**config.mk**
```make
export PLATFORM = sky130hd
export DESIGN_NAME = irq_ctrl
export DESIGN_NICKNAME = d
export VERILOG_FILES = /design/src/rtl/irq_ctrl.sv
export SDC_FILE = /design/constraint.sdc
export NUM_CORES = 1
export LEC_CHECK = 0
export BUFFER_PORTS_ARGS = -buffer_cell sky130_fd_sc_hd__buf_2
export CORE_UTILIZATION = 41
export DETAILED_ROUTE_END_ITERATION = 8
export HOLD_SLACK_MARGIN = 0.02
export PLACE_DENSITY = 0.91
export REMOVE_ABC_BUFFERS = 1
export SLEW_MARGIN = 20
export SYNTH_ARGS = -nofsm -noshare
export SYNTH_HDL_FRONTEND = slang
export SYNTH_SLANG_ARGS = --single-unit
```
**constraint.sdc**
```tcl
create_clock -name clk -period 2.84 [get_ports clk]
set_input_delay 0.568 -clock clk [delete_from_list [all_inputs] [get_ports clk]]
set_output_delay 0.568 -clock clk [all_outputs]
set_load 0.01 [all_outputs]
```
**src/rtl/irq_ctrl.sv**
```systemverilog
// Interrupt concentrator: per-source level/edge latch, mask, and a 4-word register window on the bridge bus.
// Optional IRQ_SYNC_EN inserts a two-flop synchronizer on irq_in (3-cycle input-to-HWInt latency).
module irq_ctrl #(
  parameter int          N_SRC = 6,
  parameter logic [31:0] BASE  = 32'h0000_7F20
) (
  input  logic             clk,
  input  logic             reset,
  input  logic [31:2]      Addr,
  input  logic             WE,
  input  logic [31:0]      Din,
  output logic [31:0]      Dout,
  input  logic [N_SRC-1:0] irq_in,
  output logic [N_SRC-1:0] HWInt,
  output logic             irq_out
);

  logic [N_SRC-1:0] r_pend, r_mask, r_mode, r_prev;
  logic [N_SRC-1:0] w_s, w_rise, w_clr, w_pend_nxt;
  logic             w_hit, w_wr;
  logic [1:0]       w_idx;
  logic [4:0]       w_low;
  logic             w_unused;

  assign w_hit    = (Addr[31:4] == BASE[31:4]);
  assign w_idx    = Addr[3:2];
  assign w_wr     = w_hit & WE;
  assign w_unused = ^Din;

`ifdef IRQ_SYNC_EN
  logic [N_SRC-1:0] r_sync1, r_sync2;

  always_ff @(posedge clk or posedge reset) begin
    if (reset) begin
      r_sync1 <= '0;
      r_sync2 <= '0;
    end else begin
      r_sync1 <= irq_in;
      r_sync2 <= r_sync1;
    end
  end

  assign w_s = r_sync2;
`else
  assign w_s = irq_in;
`endif

  // Clear only affects edge bits; a rising edge on the same cycle wins over the clear.
  assign w_clr      = (w_wr && w_idx == 2'd0) ? Din[N_SRC-1:0] : '0;
  assign w_rise     = w_s & ~r_prev;
  assign w_pend_nxt = (r_mode & ((r_pend & ~w_clr) | w_rise)) | (~r_mode & w_s);

  always_ff @(posedge clk or posedge reset) begin
    if (reset) begin
      r_pend <= '0;
      r_mask <= '0;
      r_mode <= '0;
      r_prev <= '0;
    end else begin
      r_prev <= w_s;
      r_pend <= w_pend_nxt;
      if (w_wr && w_idx == 2'd1) r_mask <= Din[N_SRC-1:0];
      if (w_wr && w_idx == 2'd2) r_mode <= Din[N_SRC-1:0];
    end
  end

  assign HWInt   = r_pend & r_mask;
  assign irq_out = |HWInt;

  // Scan downward so the lowest set index is the last one written.
  always_comb begin
    w_low = '0;
    for (int i = N_SRC - 1; i >= 0; i--)
      if (HWInt[i]) w_low = 5'(i);
  end

  always_comb begin
    Dout = '0;
    if (w_hit) begin
      case (w_idx)
        2'd0: Dout[N_SRC-1:0] = r_pend;
        2'd1: Dout[N_SRC-1:0] = r_mask;
        2'd2: Dout[N_SRC-1:0] = r_mode;
        default: Dout = {irq_out, 26'd0, w_low};
      endcase
    end
  end

endmodule

```
==> results.py <==
metrics = {
    "routing": {
        "drtIter0Drc": 33,
        "final_antenna_net_count": 0,
        "viasPerCell": 4.981,
        "totalWireLength_um": 3285,
        "wl_per_cell_um": 12.73,
        "drc": 0,
        "vias": 1285,
        "first_pass_iters": 4,
    },
    "floorplan": {
        "die_y_um": 62.82,
        "pin_count": 110,
        "row_count": 21,
        "die_area_mm2": 0.003946,
        "start_util_pct": 44.06,
        "core-area_mm2": 0.003442,
        "fp.dieW_um": 62.82,
    },
    "setup_path": {
        "cp.arrival_ns": 2.18,
        "cp-start-kind": "primary input",
        "worstPathRequired_ns": 2.27,
        "worstSetupEndpointType": "output port",
        "critPathKind": "in -> out",
        "path_max_fanout": 7,
    },
    "place": {
        "io_buffer_count": 58,
        "gp_congestion": 0.8179,
        "dp_hpwl_um": 2611,
    },
    "clock_network": {
        "cts_resized": 0,
        "cts_hold_buffers": 0,
        "cts_buffers": 3,
        "cts_buffer_depth": 2,
        "htreeDepth": 1,
        "cts_tree": "done",
        "clock_sinks": 24,
        "ctsRootBufferMaster": "clkbuf_8",
        "cts_setup_buffers": 0,
        "clk_pin_slew_ns": 0.08,
        "clk_latency_ns": 0.26,
    },
    "timing": {
        "min_period_ns": 2.752,
        "relSlewSlack_pct": 40.97,
        "fin_crit_sh_pct": 96.90,
        "holdWs_ns": 0.4380,
        "hold_viol_final": 0,
        "setup_viol": 0,
        "fmax_mhz": 363.4,
        "slew_viol_final": 0,
        "rsz0062_at_grt": "no",
        "tightestPinTransition_ns": 0.8845,
        "skew_ns": 0.0006380,
        "finalSetupTns_ns": 0,
    },
    "synthesis": {
        "ys_seq_elements": 24,
        "synth_cells": 152,
        "synthFlopType": "dfrtp_1",
        "synth_edf_count": 0,
        "avgSynthCellArea_um2": 9.977,
        "synth_cell_type_count": 34,
        "seq_area_frac_synth_pct": 39.60,
        "synth_area_mm2": 0.001516,
        "yosysWarnings": 0,
        "synthArstFlopShare_pct": 100.0,
    },
    "finish": {
        "post_route_cells_drive_above_1_share_pct": 41.51,
        "n_antenna_cell": 0,
        "nNetsFinal": 285,
        "fillers": 320,
        "area_growth_pct": 19.97,
    },
    "hold_path": {
        "hp-class": "in -> reg",
    },
    "global_route": {
        "grt_use_met2_pct": 32.07,
        "grt_max_degree": 25,
        "gr-usage-met3_pct": 2.555,
        "gr-usage-all-layers_pct": 17.29,
        "overflow": 0,
        "antenna_found_initial": 0,
        "met1_usage_pct": 18.90,
        "top_usage_layer": "met2",
        "grt_pass1_vias": 1217,
        "grt_pass1_wl_um": 5299,
    },
    "power_and_ir_drop": {
        "p_leak_nw": 1.047,
        "total_power_w": 0.0006382,
        "ir_drop_mv": 0.2047,
        "cellPowerDensity_mw_per_mm2": 350.8,
    },
    "status": {
        "status": "finished, final reports clean",
    },
    "flow_run": {
        "drv_cap": 0,
    },
}
## registers in the layout, summed over array words and instances, names as in the netlist
signal  cells
r_mask      6
r_mode      6
r_pend      6
r_prev      6
## where the power goes
part,switching [W],internal (W),leakage [nW]
sequential,0.00000473,0.000350,0.308
combinational,0.0000517,0.0000370,0.717
clock,0.0000999,0.0000948,0.0216
total,0.000156,0.000482,1.05
## cell families (layout without fill, tap and decap cells)
kind of cell | Yosys count | after routing | share of synthesized area [%]
buffers and inverters | 35 | 71 | 14.85
other | 1 | 25 | 0.2473
AOI/OAI and AO/OA | 23 | 23 | 9.653
muxes | 18 | 18 | 13.12
and+or+nand+nor | 51 | 51 | 22.52
DFF | 24 | 24 | 39.60
## Yosys cell counts, types with 3 or more instances
| library cell | count | area, um^2 |
|---|---|---|
| a22oi_1 | 6 | 45.04 |
| nor3_1 | 3 | 15.01 |
| mux2i_1 | 3 | 30.03 |
| nor2_1 | 6 | 22.52 |
| o22ai_1 | 3 | 18.77 |
| a21oi_1 | 5 | 25.02 |
| buf_4 | 25 | 187.7 |
| inv_1 | 7 | 26.28 |
| mux2_2 | 15 | 168.9 |
| clkbuf_1 | 3 | 11.26 |
| a31oi_1 | 7 | 43.79 |
| nand2_1 | 22 | 82.58 |
| dfrtp_1 | 24 | 600.6 |
## path summary, 6_finish.rpt
| kind | start | endpoint | slack [ns] | cells after the start |
|---|---|---|---|---|
| max | Addr[17] | Dout[0] | 0.09 | 6 |
| min | irq_in[3] | r_prev[3]$_DFF_PP0_ | 0.44 | 1 |
| max reg2reg | r_mode[2]$_DFFE_PP0P_ | r_pend[2]$_DFF_PP0_ | 2.00 | 3 |
| min reg2reg | r_mask[4]$_DFFE_PP0P_ | r_mask[4]$_DFFE_PP0P_ | 0.54 | 1 |
| max in group asynchronous | reset | r_pend[1]$_DFF_PP0_ | 1.82 | 2 |
| min in group asynchronous | reset | r_prev[3]$_DFF_PP0_ | 0.48 | 2 |
## metrics by stage
stage | area [um^2] | std cells | util [%] | setup WS, ns
after global placement | 1778 | 255 | 51.65 | 0.09911
after floorplan | 1408 | 148 | - | 0.3059
final | 1819 | 258 | 52.85 | 0.08801
after detailed placement | 1778 | 255 | 51.65 | 0.09414
after CTS | 1819 | 258 | 52.85 | 0.09174
after global routing | 1819 | 258 | 52.85 | 0.008037
## metal layers
layer  wire [um]  up-vias
li1            -      611
met1        1294      594
met2        1694       73
met3         228        7
met4          68        0
met5           0        -
## area by class of cell
cell class                      instances  area (um^2)  area share, %
Clock buffer                            3        41.29          2.270
Inverter                                7        26.28          1.444
Timing Repair Buffer                   61        312.8          17.19
Sequential cell                        24        600.6          33.01
Tap cell                               46        57.56          3.164
Multi-Input combinational cell        117        780.7          42.92
## worst max-delay path, cell delays in order
cell     delay (ns)
buf_2          0.10
nor4b_2        0.37
nand4_4        0.14
or3_1          0.52
nor3_1         0.30
buf_2          0.18
## placed cells by master, fill, tap and decap left out
cell | Yosys | final
buf_4 | 25 | 3
nor4_4 | 2 | 2
and4b_1 | 1 | 1
and4bb_1 | 1 | 1
or4_4 | 1 | 1
nand2_2 | 1 | 1
clkbuf_8 | 0 | 3
or4b_4 | 1 | 1
and4_1 | 1 | 1
nor2b_1 | 1 | 1
nand3_1 | 1 | 1
nor3b_1 | 1 | 1
inv_1 | 7 | 7
mux2i_1 | 3 | 3
a22oi_1 | 6 | 6
nand2b_1 | 1 | 1
nor3_4 | 1 | 1
dfrtp_1 | 24 | 24
nor2_1 | 6 | 6
a31oi_1 | 7 | 7
buf_2 | 0 | 58
nor3_1 | 3 | 3
nand2_1 | 22 | 22
nand4_4 | 1 | 1
o21ai_0 | 1 | 1
a311oi_1 | 1 | 1
and4bb_2 | 1 | 1
conb_1 | 1 | 25
mux2_2 | 15 | 15
a21oi_1 | 5 | 5
nor4_1 | 2 | 2
nand3b_1 | 1 | 1
o22ai_1 | 3 | 3
nor4b_2 | 1 | 1
or3_1 | 1 | 1
Power figures use the tool's default switching activity.
